$ cat src/rtl/tlight.sv
`default_nettype none
// ============================================================================
// Module   : tlight
// Purpose  : Two-road traffic-light controller for a north-south (NS) and a
//            west-east (WE) road. A Moore FSM with a dwell-time counter hands
//            right-of-way back and forth between the two roads:
//              WE_READY_TO_GO -> WE_GO -> WE_PREPARE_TO_STOP ->
//              NS_READY_TO_GO -> NS_GO -> NS_PREPARE_TO_STOP -> (repeat)
// Ports    : clock  - single clock, all state changes on the rising edge
//            reset  - synchronous, active-high reset
//            ns     - NS lamp pattern (one-hot RED/YELLOW/GREEN)
//            we     - WE lamp pattern (one-hot RED/YELLOW/GREEN)
// Params   : READY_CYCLES, GO_CYCLES, STOP_CYCLES - dwell of each phase, >= 1
// Revision : 1.0 - initial release
// ============================================================================
module tlight #(
  parameter int READY_CYCLES = 3,
  parameter int GO_CYCLES    = 15,
  parameter int STOP_CYCLES  = 1
) (
  input  logic       clock,
  input  logic       reset,
  output logic [2:0] ns,
  output logic [2:0] we
);

  // Lamp encodings, one-hot
  localparam logic [2:0] RED    = 3'b100;
  localparam logic [2:0] YELLOW = 3'b010;
  localparam logic [2:0] GREEN  = 3'b001;

  typedef enum logic [2:0] {
    RESET              = 3'd0,
    WE_READY_TO_GO     = 3'd1,
    WE_GO              = 3'd2,
    WE_PREPARE_TO_STOP = 3'd3,
    NS_READY_TO_GO     = 3'd4,
    NS_GO              = 3'd5,
    NS_PREPARE_TO_STOP = 3'd6
  } state_t;

  // Counter only ever has to reach (longest dwell - 1) before the state
  // exits and the counter is cleared, so it never wraps inside a state.
  localparam int MAX_RG     = (READY_CYCLES > GO_CYCLES) ? READY_CYCLES : GO_CYCLES;
  localparam int MAX_CYCLES = (MAX_RG > STOP_CYCLES) ? MAX_RG : STOP_CYCLES;
  localparam int CNT_W      = (MAX_CYCLES > 1) ? $clog2(MAX_CYCLES) : 1;

  localparam logic [CNT_W-1:0] READY_LAST = CNT_W'(READY_CYCLES - 1);
  localparam logic [CNT_W-1:0] GO_LAST    = CNT_W'(GO_CYCLES - 1);
  localparam logic [CNT_W-1:0] STOP_LAST  = CNT_W'(STOP_CYCLES - 1);

  state_t           state;
  state_t           state_d;
  logic [CNT_W-1:0] cnt_q;
  logic [CNT_W-1:0] cnt_d;

  logic ready_done;
  logic go_done;
  logic stop_done;

  assign ready_done = (cnt_q == READY_LAST);
  assign go_done    = (cnt_q == GO_LAST);
  assign stop_done  = (cnt_q == STOP_LAST);

  // Next-state logic
  always_comb begin
    state_d = state;
    case (state)
      RESET:              state_d = WE_READY_TO_GO;
      WE_READY_TO_GO:     if (ready_done) state_d = WE_GO;
      WE_GO:              if (go_done)    state_d = WE_PREPARE_TO_STOP;
      WE_PREPARE_TO_STOP: if (stop_done)  state_d = NS_READY_TO_GO;
      NS_READY_TO_GO:     if (ready_done) state_d = NS_GO;
      NS_GO:              if (go_done)    state_d = NS_PREPARE_TO_STOP;
      NS_PREPARE_TO_STOP: if (stop_done)  state_d = WE_READY_TO_GO;
      default:            state_d = RESET;
    endcase
  end

  // Dwell counter restarts from zero on every state entry
  always_comb begin
    cnt_d = cnt_q + 1'b1;
    if (state_d != state) begin
      cnt_d = '0;
    end
  end

  always_ff @(posedge clock) begin
    if (reset) begin
      state <= RESET;
      cnt_q <= '0;
    end else begin
      state <= state_d;
      cnt_q <= cnt_d;
    end
  end

  // Moore output decode from the registered state only
  always_comb begin
    ns = RED;
    we = RED;
    case (state)
      WE_READY_TO_GO:     we = YELLOW;
      WE_GO:              we = GREEN;
      WE_PREPARE_TO_STOP: we = YELLOW;
      NS_READY_TO_GO:     ns = YELLOW;
      NS_GO:              ns = GREEN;
      NS_PREPARE_TO_STOP: ns = YELLOW;
      default: begin
        ns = RED;
        we = RED;
      end
    endcase
  end

endmodule
`default_nettype wire

$ cat config.mk
export PLATFORM = sky130hd
export DESIGN_NAME = tlight
export DESIGN_NICKNAME = d
export VERILOG_FILES = /design/src/rtl/tlight.sv
export SDC_FILE = /design/constraint.sdc
export NUM_CORES = 1
export LEC_CHECK = 0
export BUFFER_PORTS_ARGS = -buffer_cell sky130_fd_sc_hd__buf_2
export CAP_MARGIN = 20
export CORE_MARGIN = 4
export CORE_UTILIZATION = 38
export CTS_CLUSTER_SIZE = 25
export DETAILED_ROUTE_END_ITERATION = 16
export HOLD_SLACK_MARGIN = 0.15
export PLACE_DENSITY = 0.54
export SETUP_SLACK_MARGIN = 0.4
export SYNTH_ARGS = -nofsm -noshare
export SYNTH_HDL_FRONTEND = slang
export SYNTH_SLANG_ARGS = --single-unit
$ cat constraint.sdc
create_clock -name clock -period 2.29 [get_ports clock]
set_clock_uncertainty 0.2 [all_clocks]
set_input_delay 0.3435 -clock clock [delete_from_list [all_inputs] [get_ports clock]]
set_output_delay 0.3435 -clock clock [all_outputs]
set_load 0.02 [all_outputs]
==> results of run 1 <==
[layer usage]
layer	wire [um]	vias up	GRT usage, %
li1	-	249	-
met1	458	218	14.0
met2	462	10	18.4
met3	72	0	5.98
met4	0	0	1.75
met5	0	-	0
[cells in the final DEF, fill, tap and decap left out, types with 2 or more instances in the layout]
master and count:
and3_1 2, ha_1 2, nand2_1 9, nor2b_1 4
o21ai_0 2, dfxtp_1 7, nand3_1 2, a21oi_1 2
inv_1 3, nor3_1 2, buf_2 7, nor3b_1 2
clkbuf_4 3, buf_4 3, o21a_1 2, nor2_1 7
[critical path, delay by kind of cell (launching register included)]
| kind | cells | cell delay [ps] |
|---|---|---|
| AND/OR/NAND/NOR | 2 | 440 |
| AO/OA/AOI/OAI | 2 | 430 |
| flip-flops | 1 | 380 |
| adder cells (fa/ha/maj) | 1 | 220 |
[cells by family (layout without fill, tap and decap cells)]
logic type / count (synthesis) / count (layout) / synth area share, %
AND/OR/NAND/NOR: 29 / 29 / 27.3
AO/OA/AOI/OAI: 16 / 16 / 24.4
buffers and inverters: 10 / 19 / 10.6
flip-flops: 7 / 7 / 27.1
adder cells (fa/ha/maj): 3 / 3 / 7.25
XOR/XNOR: 2 / 2 / 3.38
[final cells by class]
class | instances | share of cell area [%]
repair buffers | 11 | 11.4
well taps | 15 | 3.16
multi-input cells | 50 | 54.7
flip-flops and latches | 7 | 23.6
inverters | 4 | 2.53
clock inverters | 1 | 0.842
clock buffers | 3 | 3.79
[flip-flops by register name, indices dropped and copies added (netlist names)]
signal / count
cnt_q: 4
state: 3
[power breakdown]
part           internal [mW]  total, mW  switching (mW)
Combinational         0.0256     0.0533          0.0277
Clock                 0.0638      0.111          0.0473
Sequential             0.126      0.136         0.00975
Total                  0.216      0.301          0.0848
[worst min-delay path by stage]
stage,end,slack [ps],cells past startpoint
floorplan,state[1],210,1
global placement,state[1],320,2
detailed placement,state[1],320,2
CTS,cnt_q[0],370,3
global route,cnt_q[0],420,3
finish,cnt_q[0],350,3
[cell usage after synthesis, drive strengths merged, types with 2 or more instances]
cell / n / area, um^2
nor3b: 2 / 15.0
o2111ai: 2 / 23.8
nor2b: 4 / 25.0
o21a: 2 / 15.0
a21oi: 2 / 10.0
buf: 4 / 32.5
nor3: 2 / 10.0
ha: 3 / 37.5
nor2: 7 / 26.3
clkbuf: 2 / 7.51
inv: 4 / 15.0
nand3: 2 / 10.0
o21ai: 2 / 10.0
and3: 2 / 12.5
nand2: 9 / 33.8
dfxtp: 7 / 140
[per-stage QoR]
stage / power, mW / instance area (um^2) / util [%]
after floorplan: 0.175 / 518 / -
after global placement: 0.190 / 547 / 42.6
after detailed placement: 0.190 / 547 / 42.6
after CTS: 0.304 / 584 / 45.5
after global routing: 0.321 / 594 / 46.3
final: 0.301 / 594 / 46.3
[repair_timing]
action / in CTS / in global routing
setup endpoints to repair: 0 / 4
setup buffers: 0 / 1
hold buffers: 1 / 0
resized for setup: 0 / 2
hold endpoints to repair: 1 / 0
==> summary.txt, run 1 <==
Status
  – Status: completed

CTS
  – Root buf cell: clkbuf_4
  – Clock Tree Buf Depth: 2
  – CTS clk-pin slew, worst paths: 60 ps
  – Clock sink total: 7
  – CTS tree: built
  – H-tree depth: 1
  – Worst-skew pair later-pin latency: approximately 250 ps
  – Num CTS Buffers: 3

STA
  – Hold Fails Final Rpt: 0
  – RSZ-0062 raised after global routing: false
  – Worst setup margin: a little under 500 ps
  – Slew Limit Fails: 0
  – Hold Slack: 352 ps
  – FMAX: 556 MHz
  – Setup TNS: 0 ps
  – Final Cycle Share: 78.5%
  – Fin crit period: between 1500 and 2000 ps
  – Worst Tran Pin Value: 446 ps
  – Max transition margin: 70.2%
  – Setup violators final: 0

Synthesis
  – Asr flop ratio synth: 0%
  – Post-synth EDFFs: 0
  – Cell Area, Synth: 518 um^2
  – Post-synthesis cell type count: 29
  – Register bit total from synthesis: 7
  – Sequential area share after synthesis: a little over a quarter
  – Mean Syn Cell Area: 7.73 um^2
  – Syn Inst Count: 67
  – Synth Flop Type: dfxtp_1
  – Synth Net Count: 72
  – Yosys Warn Count: 0

Route
  – Residual DRC count: 0
  – WL final: 992 um
  – DR vias/cell: 5.24
  – Post-route ant nets: 0
  – DRT iter0 DRCs: 14
  – Per-cell routed wire length: around 11 um
  – Vias: 477
  – Initial DRT Pass Iterations: 4

Worst setup path
  – Critical path endpoint: cnt_q[0]
  – CP endpoint kind: flop
  – Nature of the critical path startpoint: flop
  – Worst Setup Path Type: flop to flop
  – FF-to-FF End: cnt_q[0]
  – Crit-path max cell delay: 380 ps
  – Worst Path Arrival: about 1700 ps
  – FF-to-FF path depth: 5
  – Crit path cell chain: ha_2 -> or3b_1 -> a211o_1 -> o2111ai_2 -> nor2_1
  – Worst Path Required: 2230 ps
  – RR Startpoint: cnt_q[1]
  – Critical Path Start: cnt_q[1]
  – Reg2reg setup slack: 490 ps
  – Crit path max-delay cell type: dfxtp_1
  – Crit path max fanout: 4

Hold path
  – Hold Crit Class: flop to flop
  – Hold Crit Start: cnt_q[0]

Die
  – Die X: 44.9 um
  – Core ar.: 1280 um^2
  – Die Span Y: 44.9 um
  – Row count: 13
  – I/O pin cnt: 8
  – Die area: around 2000 um^2
  – Initial Util: 40.3%

Placement
  – Placed cells: 85
  – Dpl ws: 434 ps
  – Routability congestion estimate: 0.698
  – I/O Buffers: 7
  – Final HPWL from detailed placement: 722 um

Layout
  – Fin nets: 82
  – Number of fill cells in the layout: about 150
  – Multi-input logic area: 325 um^2
  – Layout cells sized above 1: 23.7%
  – N_diodes: 0
  – Synth-to-layout area growth: 14.7%
  – Sequential cell area: 140 um^2
  – Non-filler cells, final: 91

Global routing
  – First-pass GRT wire length: 1730 um
  – Total gr overflow: 0
  – Initial antenna violation count: 0
  – Vias in the first global route: 407
  – Global-route usage over all layers: 11.5%
  – Largest net degree at the start of global routing: 17

Power
  – P per Cell Area: 506 nW/um^2
  – Peak supply drop: 0.000351 V
  – Lkg Pwr: 0.252 nW

Job
  – # Max-Cap Violations: 0
Power figures use the tool's default switching activity.
==> run 2: changes to the inputs <==
--- a/config.mk
+++ b/config.mk
@@ -5,6 +5,7 @@
 export SDC_FILE = /design/constraint.sdc
 export NUM_CORES = 1
 export LEC_CHECK = 0
+export ABC_AREA = 1
 export BUFFER_PORTS_ARGS = -buffer_cell sky130_fd_sc_hd__buf_2
 export CAP_MARGIN = 20
 export CORE_MARGIN = 4
==> constraint.sdc (replaced) <==
create_clock -name clock -period 1.75 [get_ports clock]
set_clock_uncertainty 0.2 [all_clocks]
set_input_delay 0.2625 -clock clock [delete_from_list [all_inputs] [get_ports clock]]
set_output_delay 0.2625 -clock clock [all_outputs]
set_load 0.02 [all_outputs]
==> summary.txt, run 2 <==
Status
  – Status: completed

Worst setup path
  – CP top delay family: flip-flops
  – Worst Setup Path Type: flop to primary output
  – CP Buf/Inv Count: 3 (+3)
  – Crit-path max cell delay: 370 ps (about the same)
  – FF-to-FF End: state[0]
  – Crit path cell chain: buf_12 -> nor2_4 -> buf_6 -> buf_6
  – Crit path max fanout: 4 (unchanged)
  – Nature of the critical path startpoint: flop
  – RR Startpoint: state[2]
  – FF-to-FF path depth: 9 (+4)
  – Worst Path Required: 1290 ps (-940 ps)
  – Reg2reg setup slack: 170 ps (-320 ps)
  – CP endpoint kind: primary output
  – Worst Path Arrival: 1130 ps (-610 ps)
  – Crit path max-delay cell type: dfxtp_4
  – CP dominant cell by count: buf_6

Synthesis
  – Most frequent cell after synthesis: nand2_1
  – Largest area contributor in the netlist: dfxtp_1
  – Post-synthesis mux area share: 0% (unchanged)
  – Asr flop ratio synth: 0% (unchanged)
  – Post-synth EDFFs: 0 (unchanged)
  – Syn Inst Count: 85 (+27%)
  – Post-synthesis cell type count: 14 (-52%)
  – Post-synthesis simple-gate area fraction: 43.2% (+16 points)
  – Mean Syn Cell Area: 5.86 um^2 (-24%)
  – Synth Area in XOR/XNOR: 3.52% (+0.14 points)
  – Cell Area, Synth: 498 um^2 (-3.9%)
  – Synth Area in Compound Gates: 4.02% (-20 points)
  – Post-Synth Adder-Cell Area: 7.54% (+0.29 points)
  – Register bit total from synthesis: 7 (unchanged)
  – Yosys Warn Count: 0 (unchanged)
  – Top cells by area, synth: dfxtp_1 28%, nand2_1 17%, nor2_1 14%
  – Top-area cell type share of the netlist area: 28.1% (+1.1 points)
  – Synth Flop Type: dfxtp_1
  – Main combinational cell family by area after synthesis: simple AND/OR/NAND/NOR gates
  – Synth cell count leaders: 23 x nand2_1, 19 x nor2_1, 17 x inv_1
  – Synth Net Count: 90 (+25%)
  – Sequential area share after synthesis: 28.1% (+1.1 points)

STA
  – Final Cycle Share: 91.1%
  – Worst setup margin: 155 ps (-337 ps)
  – Setup violators final: 0 (unchanged)
  – RSZ-0062 raised after global routing: true
  – Setup TNS: 0 ps (unchanged)
  – Worst Tran Pin Value: 228 ps (-218 ps)
  – Slew Limit Fails: 0 (unchanged)
  – Hold Fails Final Rpt: 0 (unchanged)
  – Fin crit period: 1590 ps
  – Max transition margin: 84.8% (+15 points)
  – FMAX: roughly 630 MHz

Layout
  – Number of fill cells in the layout: 80 (-45%)
  – Fin nets: 115 (+40%)
  – Final Cell Area: 867 um^2 (+46%)
  – Most frequent cells in the layout: 16 x nand2_1, 14 x nor2_1, 10 x buf_6
  – Non-filler cells, final: 123 (+35%)
  – Max reg flops: 4 (unchanged)
  – Most flop-heavy register: cnt_q
  – Sequential cell area: 158 um^2 (+13%)
  – Layout cells sized above 1: 50.5% (+27 points)
  – Multi-input logic area: 388 um^2 (+19%)
  – Synth-to-layout area growth: 74.1%
  – Top Registers: cnt_q (4), state (3)
  – N_diodes: 0 (unchanged)
  – Commonest non-fill, non-tap cell in the layout: nand2_1

CTS
  – Root buf cell: clkbuf_4
  – CTS tree: built
  – Clock sink total: 7 (unchanged)
  – CTS clk-pin slew, worst paths: 50 ps (about the same)
  – Worst-skew pair later-pin latency: 250 ps (about the same)
  – H-tree depth: 1 (unchanged)
  – Num CTS Buffers: 3 (unchanged)
  – Clock Tree Buf Depth: 2 (unchanged)

Route
  – DRT iter0 DRCs: 20 (+6)
  – Initial DRT Pass Iterations: 4 (unchanged)
  – Residual DRC count: 0 (unchanged)
  – Vias: 612 (+28%)
  – Per-cell routed wire length: 11.8 um (+7.9%)
  – WL final: 1450 um (+46%)
  – DR vias/cell: 4.98 (-5.1%)
  – Post-route ant nets: 0 (unchanged)

Die
  – Die Span Y: 44.2 um (-1.6%)
  – Initial Util: 42.5% (+2.2 points)
  – Row count: 12 (-1)
  – Core ar.: 1170 um^2 (-8.9%)
  – Die X: 44.2 um (-1.6%)
  – Die area: 1950 um^2 (-3.2%)
  – I/O pin cnt: 8 (unchanged)

Hold path
  – Sink of the worst hold path: cnt_q[1]
  – WHS Path Cells: 6 (+3)
  – Hold Crit Class: input pin to flop
  – Hold Crit Start: reset

Placement
  – Final HPWL from detailed placement: 787 um (+9.0%)
  – Routability congestion estimate: 0.795 (+14%)
  – Placed cells: 106 (+25%)
  – I/O Buffers: 7 (unchanged)
  – Placed cell area: 599 um^2 (+9.6%)
  – Dpl ws: 193 ps (-241 ps)

Global routing
  – Initial antenna violation count: 0 (unchanged)
  – Global-route usage over all layers: 14.0% (+2.5 points)
  – Largest net degree at the start of global routing: 7 (-10)
  – Vias in the first global route: 511 (+26%)
  – First-pass GRT wire length: 2010 um (+16%)
  – Total gr overflow: 0 (unchanged)

Power
  – Peak supply drop: 0.000526 V (+50%)
  – P per Cell Area: 588 nW/um^2 (+16%)
  – Lkg Pwr: 0.430 nW (+71%)
  – Total Power: 0.510 mW (+70%)

Job
  – # Max-Cap Violations: 0 (unchanged)
==> run 2: cells by family (layout without fill, tap and decap cells) <==
group | after synthesis | after routing
and+or+nand+nor | 51 | 51
buffers and inverters | 18 | 42
DFF | 7 | 7
AOI/OAI and AO/OA | 4 | 4
adders and majority gates | 3 | 3
xor gates and xnor gates | 2 | 2
==> run 2: worst max-delay path by stage <==
stage | start | cells after the start | slack [ps] | to
finish | state[2] | 4 | 160 | we[0]
global route | cnt_q[0] | 10 | 90 | cnt_q[1]
CTS | cnt_q[0] | 11 | 240 | cnt_q[0]
detailed placement | cnt_q[0] | 11 | 190 | cnt_q[0]
global placement | state[0] | 10 | 170 | cnt_q[0]
floorplan | cnt_q[0] | 11 | 350 | cnt_q[0]
==> run 2: routing by layer <==
metal | track usage (%) | routed length [um] | vias to the layer above
li1 | - | - | 307
met3 | 1.22 | 76 | 9
met5 | 0 | 0 | -
met2 | 22.7 | 700 | 23
met4 | 12.7 | 70 | 0
met1 | 16.2 | 599 | 273
==> run 2: through the flow <==
stage                     hold slack, ps  utilization [%]
after detailed placement             237             51.2
final                                196             74.0
after floorplan                      124                -
after global placement               228             51.2
after CTS                            189             66.1
after global routing                 244             74.0
==> run 2: area by class of cell <==
type,count,share of cell area (%)
tap,14,2.02
timing repair buffer,20,23.1
clock buffer,4,3.03
inverter,18,8.95
sequential,7,18.2
multi-input combinational,60,44.7
==> run 2: what timing repair did <==
item | CTS | global route
setup buffers | 7 | 5
endpoints found under the hold margin | 3 | 0
hold buffers | 1 | 0
setup endpoints to repair | 12 | 13
pin swaps | 4 | 5
resized for setup | 32 | 15
==> run 2: tightest hold or removal path, delay by kind of cell <==
kind | cells | cell delay (ps)
simple gates | 4 | 220
buf+inv | 2 | 130
==> run 2: power breakdown <==
| group | internal (mW) | switching, mW | total [mW] |
|---|---|---|---|
| combinational | 0.0859 | 0.0966 | 0.182 |
| sequential | 0.169 | 0.0150 | 0.184 |
| clock | 0.0869 | 0.0571 | 0.144 |
